==> src/rtl/gen_cfg_pkg.sv <==
// Shared definitions for the generator configuration RAM arbiter.
// Holds the default scanned-location count, the per-channel field offsets
// (parameter index = {channel[1:0], field[1:0]}) and the arbiter FSM encoding.
package gen_cfg_pkg;

  localparam int NUM_REGS_DEF = 16;

  localparam logic [1:0] FLD_WAVE = 2'd0;
  localparam logic [1:0] FLD_AMP  = 2'd1;
  localparam logic [1:0] FLD_FREQ = 2'd2;
  localparam logic [1:0] FLD_DUTY = 2'd3;

  typedef enum logic [2:0] {
    IDLE         = 3'd0,
    HOST_WR      = 3'd1,
    HOST_RD      = 3'd2,
    HOST_RD_WAIT = 3'd3,
    SCAN_RD      = 3'd4,
    SCAN_CMP     = 3'd5
  } state_t;

endpackage

==> src/rtl/scan_tick_div.sv <==
// Free-running divider that emits a one-cycle tick every DIV clock cycles.
// Ports:
//   clk_i   system clock
//   rst_ni  asynchronous active-low reset
//   tick_o  registered one-cycle pulse, once per DIV cycles
module scan_tick_div #(
  parameter int DIV = 1250
) (
  input  logic clk_i,
  input  logic rst_ni,
  output logic tick_o
);

  localparam int CNT_W = (DIV > 1) ? $clog2(DIV) : 1;
  localparam logic [CNT_W-1:0] CNT_LAST = CNT_W'(DIV - 1);

  logic [CNT_W-1:0] cnt_q, cnt_d;
  logic             tick_q, tick_d;

  // Count 0..DIV-1 and flag the wrap.
  always_comb begin
    if (cnt_q == CNT_LAST) begin
      cnt_d  = '0;
      tick_d = 1'b1;
    end else begin
      cnt_d  = cnt_q + CNT_W'(1);
      tick_d = 1'b0;
    end
  end

  // Counter and tick registers.
  always_ff @(posedge clk_i or negedge rst_ni) begin
    if (!rst_ni) begin
      cnt_q  <= '0;
      tick_q <= 1'b0;
    end else begin
      cnt_q  <= cnt_d;
      tick_q <= tick_d;
    end
  end

  assign tick_o = tick_q;

endmodule

==> src/rtl/cfg_scan_arbiter.sv <==
// Arbiter/sequencer for the single-port configuration RAM. The host port has
// priority; a background scanner walks locations 0..NUM_REGS-1 and raises a
// ready/valid update whenever a low byte differs from its shadow copy.
// Ports:
//   CLK, RST_n                  clock, asynchronous active-low reset
//   host_req/we/addr/wdata      host access request (level, held until ack)
//   host_ack, host_rdata        completion pulse and read data
//   ram_addr/wdata/wren/rden    RAM control; ram_q arrives 1 cycle after rden
//   upd_valid/ready/addr/data   parameter update stream to the channels
module cfg_scan_arbiter
  import gen_cfg_pkg::*;
#(
  parameter int NUM_REGS = NUM_REGS_DEF,
  parameter int SCAN_DIV = 1250
) (
  input  logic        CLK,
  input  logic        RST_n,
  input  logic        host_req,
  input  logic        host_we,
  input  logic [7:0]  host_addr,
  input  logic [15:0] host_wdata,
  output logic        host_ack,
  output logic [15:0] host_rdata,
  output logic [7:0]  ram_addr,
  output logic [15:0] ram_wdata,
  output logic        ram_wren,
  output logic        ram_rden,
  input  logic [15:0] ram_q,
  output logic        upd_valid,
  input  logic        upd_ready,
  output logic [3:0]  upd_addr,
  output logic [7:0]  upd_data
);

  localparam logic [3:0] IDX_LAST = 4'(NUM_REGS - 1);

  state_t      state_q, state_d;
  logic [3:0]  scan_idx_q, scan_idx_d;
  logic        scan_pend_q, scan_pend_d;
  logic        tick_s;
  logic        shadow_wr_s;
  logic [7:0]  shadow_q [NUM_REGS];

  logic        upd_valid_q, upd_valid_d;
  logic [3:0]  upd_addr_q, upd_addr_d;
  logic [7:0]  upd_data_q, upd_data_d;
  logic [15:0] host_rdata_q, host_rdata_d;
  logic        host_ack_q, host_ack_d;
  logic [7:0]  ram_addr_q, ram_addr_d;
  logic [15:0] ram_wdata_q, ram_wdata_d;
  logic        ram_wren_q, ram_wren_d;
  logic        ram_rden_q, ram_rden_d;

  scan_tick_div #(.DIV(SCAN_DIV)) u_tick_div (
    .clk_i  (CLK),
    .rst_ni (RST_n),
    .tick_o (tick_s)
  );

  // Next state, scan bookkeeping, and the RAM/host outputs for the next state.
  // Outputs are decoded from state_d so they come straight out of flops.
  always_comb begin
    state_d      = state_q;
    scan_idx_d   = scan_idx_q;
    scan_pend_d  = scan_pend_q | tick_s;
    upd_valid_d  = upd_valid_q & ~upd_ready;
    upd_addr_d   = upd_addr_q;
    upd_data_d   = upd_data_q;
    host_rdata_d = host_rdata_q;
    shadow_wr_s  = 1'b0;

    case (state_q)
      IDLE: begin
        if (host_req) begin
          state_d = host_we ? HOST_WR : HOST_RD;
        end else if (scan_pend_q && !upd_valid_q) begin
          // A tick landing on this same cycle is absorbed: steps do not queue.
          state_d     = SCAN_RD;
          scan_pend_d = 1'b0;
        end else begin
          state_d = IDLE;
        end
      end
      HOST_WR:      state_d = IDLE;
      HOST_RD:      state_d = HOST_RD_WAIT;
      HOST_RD_WAIT: begin
        host_rdata_d = ram_q;
        state_d      = IDLE;
      end
      SCAN_RD:      state_d = SCAN_CMP;
      SCAN_CMP: begin
        // upd_valid is guaranteed low here: scanning only starts when it is.
        if (ram_q[7:0] != shadow_q[scan_idx_q]) begin
          shadow_wr_s = 1'b1;
          upd_valid_d = 1'b1;
          upd_addr_d  = scan_idx_q;
          upd_data_d  = ram_q[7:0];
        end else begin
          shadow_wr_s = 1'b0;
        end
        scan_idx_d = (scan_idx_q == IDX_LAST) ? 4'd0 : scan_idx_q + 4'd1;
        state_d    = IDLE;
      end
      default:      state_d = IDLE;
    endcase

    ram_addr_d  = 8'd0;
    ram_wdata_d = 16'd0;
    ram_wren_d  = 1'b0;
    ram_rden_d  = 1'b0;
    host_ack_d  = 1'b0;
    case (state_d)
      HOST_WR: begin
        ram_addr_d  = host_addr;
        ram_wdata_d = host_wdata;
        ram_wren_d  = 1'b1;
        host_ack_d  = 1'b1;
      end
      HOST_RD: begin
        ram_addr_d = host_addr;
        ram_rden_d = 1'b1;
      end
      HOST_RD_WAIT: host_ack_d = 1'b1;
      SCAN_RD: begin
        ram_addr_d = {4'b0000, scan_idx_q};
        ram_rden_d = 1'b1;
      end
      default: ram_wren_d = 1'b0;
    endcase
  end

  // Control, handshake and output registers.
  always_ff @(posedge CLK or negedge RST_n) begin
    if (!RST_n) begin
      state_q      <= IDLE;
      scan_idx_q   <= 4'd0;
      scan_pend_q  <= 1'b0;
      upd_valid_q  <= 1'b0;
      upd_addr_q   <= 4'd0;
      upd_data_q   <= 8'd0;
      host_rdata_q <= 16'd0;
      host_ack_q   <= 1'b0;
      ram_addr_q   <= 8'd0;
      ram_wdata_q  <= 16'd0;
      ram_wren_q   <= 1'b0;
      ram_rden_q   <= 1'b0;
    end else begin
      state_q      <= state_d;
      scan_idx_q   <= scan_idx_d;
      scan_pend_q  <= scan_pend_d;
      upd_valid_q  <= upd_valid_d;
      upd_addr_q   <= upd_addr_d;
      upd_data_q   <= upd_data_d;
      host_rdata_q <= host_rdata_d;
      host_ack_q   <= host_ack_d;
      ram_addr_q   <= ram_addr_d;
      ram_wdata_q  <= ram_wdata_d;
      ram_wren_q   <= ram_wren_d;
      ram_rden_q   <= ram_rden_d;
    end
  end

  // Shadow copy of the last byte emitted per location.
  always_ff @(posedge CLK or negedge RST_n) begin
    if (!RST_n) begin
      for (int i = 0; i < NUM_REGS; i++) begin
        shadow_q[i] <= 8'd0;
      end
    end else if (shadow_wr_s) begin
      shadow_q[scan_idx_q] <= ram_q[7:0];
    end
  end

  assign host_ack   = host_ack_q;
  // RAM data only arrives in the ack cycle, so it is bypassed there and
  // held from the register afterwards.
  assign host_rdata = (state_q == HOST_RD_WAIT) ? ram_q : host_rdata_q;
  assign ram_addr   = ram_addr_q;
  assign ram_wdata  = ram_wdata_q;
  assign ram_wren   = ram_wren_q;
  assign ram_rden   = ram_rden_q;
  assign upd_valid  = upd_valid_q;
  assign upd_addr   = upd_addr_q;
  assign upd_data   = upd_data_q;

endmodule

==> config.mk <==
export PLATFORM = sky130hd
export DESIGN_NAME = cfg_scan_arbiter
export DESIGN_NICKNAME = d
export VERILOG_FILES = /design/src/rtl/gen_cfg_pkg.sv /design/src/rtl/scan_tick_div.sv /design/src/rtl/cfg_scan_arbiter.sv
export SDC_FILE = /design/constraint.sdc
export NUM_CORES = 1
export LEC_CHECK = 0
export CORE_ASPECT_RATIO = 0.7
export CORE_UTILIZATION = 35
export DETAILED_ROUTE_END_ITERATION = 6
export GPL_TIMING_DRIVEN = 0
export RECOVER_POWER = 50
export REMOVE_ABC_BUFFERS = 1
export SLEW_MARGIN = 25
export SYNTH_ARGS = -nofsm -noshare
export SYNTH_HDL_FRONTEND = slang
export SYNTH_SLANG_ARGS = --single-unit
export TNS_END_PERCENT = 1
==> constraint.sdc <==
create_clock -name CLK -period 7.4 [get_ports CLK]
set_input_delay 1.48 -clock CLK [delete_from_list [all_inputs] [get_ports CLK]]
set_output_delay 1.48 -clock CLK [all_outputs]
set_load 0.01 [all_outputs]
==> results of run 1 <==
[worst reg2reg max path: cells and delay by family, from the launching register on]
kind                   cells  cell delay [ns]
AO/OA/AOI/OAI              2             0.93
XOR/XNOR                   1             0.13
buffers and inverters      1             0.59
flip-flops                 1             0.98
multiplexers               2             0.79
AND/OR/NAND/NOR            2             0.66
[layout make-up]
type / instances / area [µm²]
clock buffers: 33 / 631
multi-input cells: 363 / 3860
well taps: 331 / 414
clock inverters: 4 / 45.0
inverters: 7 / 26.3
repair buffers: 104 / 1090
flip-flops and latches: 204 / 5110
fillers: 2312 / 14600
[placed cells by master, fill, tap and decap left out, types with 9 or more instances in the layout]
cell,count
xor2_1,13
mux4_2,20
nor2_1,20
xnor2_1,9
nand2_1,10
mux2_2,130
mux2i_1,22
mux2_4,16
clkdlybuf4s50_1,98
mux2_1,15
dfrtp_1,203
clkbuf_16,21
and2_1,18
[cell usage after synthesis, drive strengths merged, types with 2 or more instances]
master	n
dfrtp	204
mux2	161
clkbuf	27
mux4	24
mux2i	22
nor2	21
and2	20
buf	16
nand4	14
xor2	13
nand2	11
nand3	10
xnor2	9
inv	7
and3	6
ha	6
nor2b	6
nor3	5
o21ai	5
a22o	4
a21oi	3
a22oi	3
nor4	3
a211oi	2
a21o	2
a221oi	2
and4	2
o22ai	2
[routing by layer]
metal / global-route usage / wire [µm] / vias up
li1: - / - / 2404
met3: 0.0328 / 1060 / 28
met5: 0 / 0 / -
met2: 0.251 / 9390 / 117
met4: 0.0360 / 383 / 0
met1: 0.224 / 9670 / 2833
[sequential cells by signal, indices dropped and copies added, names as in the netlist, 3 cells and up]
register          flops
upd_addr              4
shadow_q            128
state_q               3
upd_data              8
scan_idx_q            4
ram_addr              8
host_rdata_q         16
u_tick_div.cnt_q     11
ram_wdata            16
[path summary, 6_finish.rpt]
kind / startpoint / to / cells past startpoint
setup / recovery: ram_q[0] / host_rdata[0] / 3
hold / removal: u_tick_div.tick_o / scan_pend_q / 2
setup reg to reg: scan_idx_q[0] / shadow_q[42] / 8
hold reg to reg: u_tick_div.tick_o / scan_pend_q / 2
max in group asynchronous: RST_n / scan_idx_q[1] / 1
min in group asynchronous: RST_n / shadow_q[73] / 1
[stage by stage]
stage	util	power [mW]	cell area, µm²	std cells	worst slack (ns)
after floorplan	-	1.94	8990	574	3.31
after global placement	0.404	2.33	10400	1005	-3.20
after detailed placement	0.409	2.38	10500	1009	2.50
after CTS	0.435	3.43	11200	1046	2.49
after global routing	0.434	3.56	11200	1046	2.41
final	0.434	3.37	11200	1046	2.52
[power by group through the flow]
| stage | combinational (mW) | clock, mW | sequential (mW) |
|---|---|---|---|
| detailed placement | 0.939 | 0 | 1.44 |
| floorplan | 0.499 | 0 | 1.44 |
| global route | 0.989 | 1.13 | 1.44 |
| CTS | 0.942 | 1.07 | 1.42 |
| global placement | 0.869 | 0 | 1.46 |
| finish | 0.920 | 1.04 | 1.41 |
[kinds of logic (layout without fill, tap and decap cells)]
kind of cell | count (synthesis) | after routing | share of synthesized area
AO/OA/AOI/OAI | 27 | 27 | 0.0217
buffers and inverters | 50 | 148 | 0.0281
XOR/XNOR | 22 | 22 | 0.0209
adder cells (fa/ha/maj) | 6 | 6 | 0.00814
multiplexers | 207 | 207 | 0.287
flip-flops | 204 | 204 | 0.554
AND/OR/NAND/NOR | 101 | 101 | 0.0803
==> metrics.md, run 1 <==
| Metric | Value |
|---|---|
| Status | `complete, but fails checks` |
| Failing checks | `max-capacitance violations, max-slew violations` |
| Setup TNS Final | `0 ns` |
| Initial DRC count | `around 260` |
| Async SR Flop Fraction | `1.00` |
| First-pass GRT wire length | `32,900 µm` |
| Cell Area, Synth | `approximately 9200 µm²` |
| Yosys reg bits | `204` |
| Setup Buffers After CTS | `0` |
| H-tree depth | `1` |
| Crit-path slowest cell | `clkdlybuf4s50_1` |
| Slew headroom | `-1.00` |
| CP Buf/Inv Count | `2` |
| Share of post-route cells with drive strength above 1 | `0.312` |
| Post-synth EDFFs | `0` |
| Synth top area share | `0.554` |
| Drt drc | `0` |
| Crit path cell chain | `clkdlybuf4s50_1, mux2_2, clkdlybuf4s50_1` |
| Via count | `~5,400` |
| Register area share after synthesis | `0.554` |
| Mapped Cells | `617` |
| Syn. warnings | `0` |
| PostCTS Resize Cnt | `0` |
| Hold crit path type | `flip-flop to flip-flop` |
| Tcrit/Tclk final | `0.660` |
| Startpoint types | `input pin` |
| Synth Area per Inst | `approximately 15 µm²` |
| CTS Hold Buffers Added | `0` |
| P_int | `2.41 mW` |
| Ys flop type | `dfrtp_1` |
| Hold Vio Cnt, Final | `0` |
| Final nets | `752` |
| Final Setup Violations | `0` |
| Pin count of the biggest net entering global routing | `96` |
| Layout Skew | `0.0105 ns` |
| Total power per unit cell area | `between 300 and 400 nW/µm²` |
| P_sw | `0.969 mW` |
| Post-DP HPWL | `around 14,000 µm` |
| Layout Area Growth over Synthesis | `21.2%` |
| Clock power frac | `0.308` |
| WL/cell | `19.6 µm` |
| Distinct cells, synth | `52` |
| Die outline area | `27,000 µm²` |
| Chip Width | `196 µm` |
| CP Max Fanout | `20` |
| CTS sink cnt | `204` |
| Gp weighted congestion | `0.763` |
| Maximum clock frequency | `205 MHz` |
| WP data required | `roughly 5.9 ns` |
| Gate power share | `0.273` |
| RSZ-0062 raised after global routing | `false` |
| Synth area leaders | `dfrtp_1 55%, mux2_2 17%, mux4_2 4.9%` |
| Initial Utilization | `0.358` |
| CTS buffer count | `21` |
| Deepest clock path buffer count | `3` |
| DRT Pass-1 Iters | `4` |
| Standard-cell row count | `49` |
| Hold_ws | `0.477 ns` |
| Clock Latency Late Sink | `between 0.4 and 0.5 ns` |
| Post-synth top area cell | `dfrtp_1` |
| Die outline height | `138 µm` |
| Worst slew pin tran | `3.00 ns` |
| Number of buffers inserted by port buffering | `100` |
| Delay-heaviest family, CP | `buffers and inverters` |
| Number of global-route vias before repair | `5,646` |
| Crit path largest cell delay | `1.06 ns` |
| Flop2flop setup slack | `3.19 ns` |
| Initial antenna violation count | `0` |
| Root Driver | `clkbuf_16` |
| Routed WL | `roughly 20,000 µm` |
| WS Path Type | `input pin to output pin` |
| Boundary Pins | `101` |
| Total GRT Usage | `0.159` |
| Max VDD drop | `151 µV` |
| Antenna fix cells | `0` |
| Seq pwr share | `0.419` |
| Clk pin slew, worst setup/hold paths | `~0.06 ns` |
| Core Box Area | `25,700 µm²` |
| Tmin final | `roughly 4.9 ns` |
| P_leak | `5.12 nW` |
| CTS tree | `yes` |
| Via density | `between 5 and 6` |
| Final Slew Violations | `50` |
| Max Cap Viol | `1` |
| CP arrival | `3.40 ns` |
| Switching share of power | `0.287` |
| GR Overflow Total | `0` |
| Critical path's most frequent cell | `clkdlybuf4s50_1` |
| Crit path capture type | `output pin` |
| Antenna Violating Nets Remaining | `0` |
Power figures use the tool's default switching activity.
==> run 2, diff against run 1 <==
clock period = 4.1 ns   (was 7.4 ns; I/O delays follow)
==> run 2 against run 1 <==
Effect of this change:
- the flow still finishes with violations (max-capacitance violations, max-slew violations)
- cell count grew 0.57%
- global-route usage is the same
- sequential share of layout area shrank 0.11 points
- clock skew grew 0.00091 ns
- worst setup slack lost 2.2 ns
- first-iteration DRC count grew 11%
- critical path type is now flip-flop to flip-flop
- clock power grew 81%
- critical endpoint is now shadow_q[72]
- sequential power grew 81%
==> metrics.md, run 2 (synthesis results as in run 1) <==
| Metric | Value |
|---|---|
| Die outline height | `138 µm (unchanged)` |
| Most common cell after layout, fill and taps aside | `dfrtp_1 (unchanged)` |
| Tcrit/Tclk final | `0.922` |
| Total power per unit cell area | `544 nW/µm² (was 302 nW/µm²)` |
| CTS tree | `yes (unchanged)` |
| Grt met3 use | `0.0328 (unchanged)` |
| Clk pin slew, worst setup/hold paths | `0.06 ns (about the same)` |
| Final Slew Violations | `117 (was 50)` |
| WL/cell | `19.5 µm (was 19.6 µm)` |
| Met2 GRT Util | `0.251 (unchanged)` |
| Failing checks | `max-capacitance violations, max-slew violations (unchanged)` |
| Number of global-route vias before repair | `5,646 (unchanged)` |
| Crit path capture type | `flip-flop (was output pin)` |
| CTS sink cnt | `204 (unchanged)` |
| CTS Hold Buffers Added | `0 (unchanged)` |
| Deepest clock path buffer count | `3 (unchanged)` |
| Maximum clock frequency | `264 MHz` |
| Number of buffers inserted by port buffering | `100 (unchanged)` |
| Largest Register | `shadow_q (unchanged)` |
| Root Driver | `clkbuf_16 (unchanged)` |
| Hold crit path type | `input pin to async pin (was flip-flop to flip-flop)` |
| Initial DRC count | `285 (was 256)` |
| Layout Area Growth over Synthesis | `21.6% (was 21.2%)` |
| Pre-CTS WS | `-0.128 ns (was 2.50 ns)` |
| P_leak | `5.14 nW (was 5.12 nW)` |
| Total GRT Usage | `0.159 (unchanged)` |
| Worst slew pin tran | `2.32 ns (was 3.00 ns)` |
| Hold_ws | `0.238 ns (was 0.477 ns)` |
| Met1 GRT Util | `0.224 (unchanged)` |
| Chip Width | `196 µm (unchanged)` |
| Initial antenna violation count | `0 (unchanged)` |
| Share of post-route cells with drive strength above 1 | `0.330 (was 0.312)` |
| Gp weighted congestion | `0.763 (unchanged)` |
| CTS buffer count | `21 (unchanged)` |
| Via density | `5.09 (was 5.15)` |
| Layout Skew | `0.0114 ns (was 0.0105 ns)` |
| Clock Latency Late Sink | `0.49 ns (about the same)` |
| Most frequent cells in the layout | `202 x dfrtp_1, 138 x mux2_2, 98 x clkdlybuf4s50_1 (was 203 x dfrtp_1, 130 x mux2_2, 98 x clkdlybuf4s50_1)` |
| Boundary Pins | `101 (unchanged)` |
| Worst Slack Setup Final | `0.318 ns (was 2.52 ns)` |
| Setup TNS Final | `0 ns (unchanged)` |
| Hold Vio Cnt, Final | `0 (unchanged)` |
| CP arrival | `4.15 ns (was 3.40 ns)` |
| Startpoint types | `flip-flop (was input pin)` |
| RSZ-0062 raised after global routing | `false (unchanged)` |
| DP Area | `10,500 µm² (unchanged)` |
| Pin count of the biggest net entering global routing | `96 (unchanged)` |
| Initial Utilization | `0.358 (unchanged)` |
| WP data required | `4.47 ns (was 5.92 ns)` |
| Post-route core utilization | `0.435 (was 0.434)` |
| Design area | `11,200 µm² (about the same)` |
| Core Box Area | `25,700 µm² (unchanged)` |
| Final nets | `756 (was 752)` |
| Drt drc | `0 (unchanged)` |
| Final Setup Violations | `0 (unchanged)` |
| Antenna Violating Nets Remaining | `0 (unchanged)` |
| Status | `complete, but fails checks (unchanged)` |
| Final instance count without filler cells | `1,052 (was 1,046)` |
| WS Path Type | `flip-flop to flip-flop (was input pin to output pin)` |
| Tmin final | `3.78 ns` |
| CP Max Fanout | `23 (was 20)` |
| GR Overflow Total | `0 (unchanged)` |
| Post-DP HPWL | `13,500 µm (unchanged)` |
| Via count | `5,358 (was 5,382)` |
| Die outline area | `27,000 µm² (unchanged)` |
| Routed WL | `20,500 µm (about the same)` |
| Max VDD drop | `273 µV (was 151 µV)` |
| Slew headroom | `-0.546 (was -1.00)` |
| Placed insts | `1,009 (unchanged)` |
| Standard-cell row count | `49 (unchanged)` |
| DRT Pass-1 Iters | `4 (unchanged)` |
| Max Cap Viol | `2 (was 1)` |
| Max reg flops | `128 (unchanged)` |
| H-tree depth | `1 (unchanged)` |
| Top Usage Layer GRT | `met2 (unchanged)` |
| Pwr Total | `6.10 mW (was 3.37 mW)` |
| First-pass GRT wire length | `32,900 µm (unchanged)` |
-- run 2: cell types whose count changed in the layout (fill, tap and decap cells not counted), moves of 2 or more --
cell	delta
mux2_1	-8
mux2_2	+8
buf_4	+3
diode_2	+2
-- run 2: critical path: stages, from the launching register on --
cell	delay, ns
dfrtp_4	0.69
buf_12	0.26
mux4_2	0.53
mux2i_1	0.21
xor2_1	0.23
o211ai_1	0.17
nor4_2	0.51
o21ai_4	0.23
buf_4	0.22
nand4_4	0.22
mux2_2	0.37
-- run 2: what timing repair did --
action | 4_1_cts | 5_1_grt
setup endpoints to repair | 7 | 53
resized for setup | 1 | 0
pin swaps | 0 | 1
setup buffers | 0 | 4
-- run 2: report_power, final --
part | total [mW] | switching [mW] | internal [mW]
Clock | 1.88 | 0.763 | 1.12
Combinational | 1.67 | 0.755 | 0.918
Sequential | 2.55 | 0.230 | 2.32
-- run 2: layout make-up --
class                           count  area, µm²
Antenna cell                        2       5.00
Clock buffer                       33        631
Clock inverter                      4       45.0
Fill cell                        2309      14500
Inverter                            7       26.3
Multi-Input combinational cell    363       3860
Sequential cell                   204       5110
Tap cell                          331        414
Timing Repair Buffer              108       1120
-- run 2: final timing paths --
path                                        start           end  slack (ns)  depth (start not counted)
worst min register to register  u_tick_div.tick_o   scan_pend_q        0.48                          2
max in group asynchronous                   RST_n  ram_wdata[4]        1.27                          2
worst max register to register      scan_idx_q[1]  shadow_q[72]        0.32                         10
worst max-delay path                scan_idx_q[1]  shadow_q[72]        0.32                         10
worst min-delay path                        RST_n  shadow_q[73]        0.24                          1
min in group CLK                u_tick_div.tick_o   scan_pend_q        0.48                          2
-- run 2: per-layer routing --
metal	part of all wire	routed length, µm
met4	0.018	379
met2	0.46	9430
met5	0	0
met1	0.47	9710
met3	0.048	992
==> run 3, diff against run 2 <==
CAP_MARGIN = 10   (was default)
CORE_MARGIN = 2   (was default)
==> run 3 against run 2 <==
Effect of this change:
- the run still ends with max-capacitance violations, max-slew violations left
- cell area is 0.17% higher
- sequential share of layout area fell by 0.065 points
- sequential power about the same
- routed wire length shrank 0.74%
- cell count up 1.8%
- hold slack better by 0.23 ns
- clock skew increased by 0.0032 ns
- register-to-register slack got worse by 0.11 ns
==> metrics.md, run 3 (synthesis results as in run 1) <==
| Metric | Value |
|---|---|
| Hold Vio Cnt, Final | `0 (unchanged)` |
| CP arrival | `4.27 ns (was 4.15 ns)` |
| CTS Hold Buffers Added | `0 (unchanged)` |
| Chip Width | `198 µm (was 196 µm)` |
| CP Buf/Inv Count | `1 (was 2)` |
| CTS sink cnt | `204 (unchanged)` |
| Layout Skew | `0.0147 ns (was 0.0114 ns)` |
| Reg2reg end | `shadow_q[14] (was shadow_q[72])` |
| Initial Utilization | `0.357 (was 0.358)` |
| Crit path capture type | `flip-flop (unchanged)` |
| Max reg flops | `128 (unchanged)` |
| CTS tree | `yes (unchanged)` |
| WP data required | `4.47 ns (about the same)` |
| CP Max Fanout | `29 (was 23)` |
| WS Path Type | `flip-flop to flip-flop (unchanged)` |
| Die outline height | `140 µm (was 138 µm)` |
| Final nets | `751 (was 756)` |
| Hold Path Origin | `u_tick_div.tick_o` |
| Hold crit path type | `flip-flop to flip-flop (was input pin to async pin)` |
| Delay-heaviest family, CP | `multiplexers (unchanged)` |
| Standard-cell row count | `49 (unchanged)` |
| Pin count of the biggest net entering global routing | `97 (was 96)` |
| DRT Pass-1 Iters | `4 (unchanged)` |
| CTS buffer count | `20 (was 21)` |
| WL/cell | `19.0 µm (was 19.5 µm)` |
| Drt drc | `0 (unchanged)` |
| Status | `complete, but fails checks (unchanged)` |
| Antenna Violating Nets Remaining | `0 (unchanged)` |
| Worst slew pin tran | `2.83 ns (was 2.32 ns)` |
| RR Startpoint | `scan_idx_q[1] (unchanged)` |
| Max Cap Viol | `1 (was 2)` |
| Initial DRC count | `202 (was 285)` |
| Hold path cells | `2` |
| Startpoint types | `flip-flop (unchanged)` |
| Post-DP HPWL | `13,400 µm (was 13,500 µm)` |
| Pwr Total | `6.18 mW (was 6.10 mW)` |
| Number of fill cells in the layout | `2,337 (was 2,309)` |
| Total power per unit cell area | `550 nW/µm² (was 544 nW/µm²)` |
| Maximum clock frequency | `257 MHz (was 264 MHz)` |
| Via density | `4.95 (was 5.09)` |
| RSZ-0062 raised after global routing | `false (unchanged)` |
| Final Setup Violations | `0 (unchanged)` |
| Antenna fix cells | `0 (was 2)` |
| Routed WL | `20,400 µm (was 20,500 µm)` |
| Gp weighted congestion | `0.757 (was 0.763)` |
| P_leak | `5.13 nW (was 5.14 nW)` |
| Tmin final | `3.90 ns (was 3.78 ns)` |
| H-tree depth | `1 (unchanged)` |
| Layout Area Growth over Synthesis | `21.8% (was 21.6%)` |
| Number of buffers inserted by port buffering | `100 (unchanged)` |
| Post-route core utilization | `0.435 (about the same)` |
| Setup TNS Final | `0 ns (unchanged)` |
| Crit-path slowest cell | `o21ai_4 (was dfrtp_4)` |
| Clock Latency Late Sink | `0.50 ns (was 0.49 ns)` |
| Tcrit/Tclk final | `0.950 (was 0.922)` |
| Total GRT Usage | `0.152 (was 0.159)` |
| Share of post-route cells with drive strength above 1 | `0.332 (was 0.330)` |
| Slew headroom | `-0.885 (was -0.546)` |
| Initial antenna violation count | `0 (unchanged)` |
| Deepest clock path buffer count | `3 (unchanged)` |
| Via count | `5,304 (was 5,358)` |
| Root Driver | `clkbuf_16 (unchanged)` |
| Most common cell after layout, fill and taps aside | `dfrtp_1 (unchanged)` |
| Largest Register | `shadow_q (unchanged)` |
| Clk pin slew, worst setup/hold paths | `0.07 ns (was 0.06 ns)` |
| DP Area | `10,600 µm² (was 10,500 µm²)` |
| R2R depth | `9 (was 10)` |
| GR Overflow Total | `0 (unchanged)` |
| Final Slew Violations | `50 (was 117)` |
| Most frequent cells in the layout | `201 x dfrtp_1, 138 x mux2_2, 98 x clkdlybuf4s50_1 (was 202 x dfrtp_1, 138 x mux2_2, 98 x clkdlybuf4s50_1)` |
| First-pass GRT wire length | `32,700 µm (was 32,900 µm)` |
| Number of global-route vias before repair | `5,693 (was 5,646)` |
| Die outline area | `27,700 µm² (was 27,000 µm²)` |
| Flop2flop setup slack | `0.20 ns (was 0.32 ns)` |
| Failing checks | `max-capacitance violations, max-slew violations (unchanged)` |
| Design area | `11,200 µm² (about the same)` |
| Hold EP | `scan_pend_q` |
| Boundary Pins | `101 (unchanged)` |
| Max VDD drop | `304 µV (was 273 µV)` |
| Crit path cell chain | `buf_12, mux4_2, mux2i_1, xor2_1, o211ai_1, nor4_2, o21ai_4, nand4_2, mux2_2 (was buf_12, mux4_2, mux2i_1, xor2_1, o211ai_1, nor4_2, o21ai_4, buf_4, nand4_4, mux2_2)` |
| Core Box Area | `25,800 µm² (was 25,700 µm²)` |
| Crit path largest cell delay | `0.73 ns (was 0.69 ns)` |
[run 3: final cells by class]
cell class | count | area, µm² | area share
timing repair buffer | 104 | 1070 | 0.0956
clock inverter | 6 | 80.1 | 0.00713
clock buffer | 30 | 619 | 0.0552
sequential | 204 | 5110 | 0.455
multi-input combinational | 363 | 3870 | 0.345
inverter | 7 | 26.3 | 0.00234
tap | 357 | 447 | 0.0398
[run 3: metrics by stage]
step           setup slack [ns]  hold slack, ns  cells
6_report                  0.204           0.470   1071
5_1_grt                 0.00490           0.509   1071
4_1_cts                   0.167           0.237   1071
3_5_place_dp             -0.184           0.457   1035
3_3_place_gp              -5.89           0.470   1031
2_1_floorplan            0.0121           0.437    574
[run 3: tightest hold or removal path: stages, from the launching register on]
cell and delay, ns:
dfrtp_1 0.32, nor2_1 0.04, nor2_1 0.07
[run 3: worst max-delay path by stage]
stage	startpoint	end	slack (ns)	cells past startpoint
after global placement	RST_n	host_rdata_q[0]	-5.89	1
after global routing	scan_idx_q[1]	shadow_q[7]	0.005	9
after CTS	scan_idx_q[1]	shadow_q[19]	0.17	9
after floorplan	scan_idx_q[1]	upd_addr[2]	0.01	8
after detailed placement	ram_q[0]	shadow_q[23]	-0.18	6
final	scan_idx_q[1]	shadow_q[14]	0.20	9
[run 3: routing by layer]
| metal | GRT usage | wire, µm | up-vias |
|---|---|---|---|
| met2 | 0.244 | 9600 | 79 |
| li1 | - | - | 2399 |
| met3 | 0.0230 | 699 | 23 |
| met4 | 0.0293 | 314 | 0 |
| met1 | 0.219 | 9750 | 2803 |
| met5 | 0 | 0 | - |
[run 3: timing repair]
item	4_1_cts	5_1_grt
resized for setup	1	0
setup endpoints to repair	9	12
setup buffers	0	0
pin swaps	0	1
[run 3: report_power, final]
part           internal (mW)  switching [mW]  total [mW]
clock                   1.17           0.769        1.94
combinational          0.915           0.773        1.69
sequential              2.32           0.228        2.55
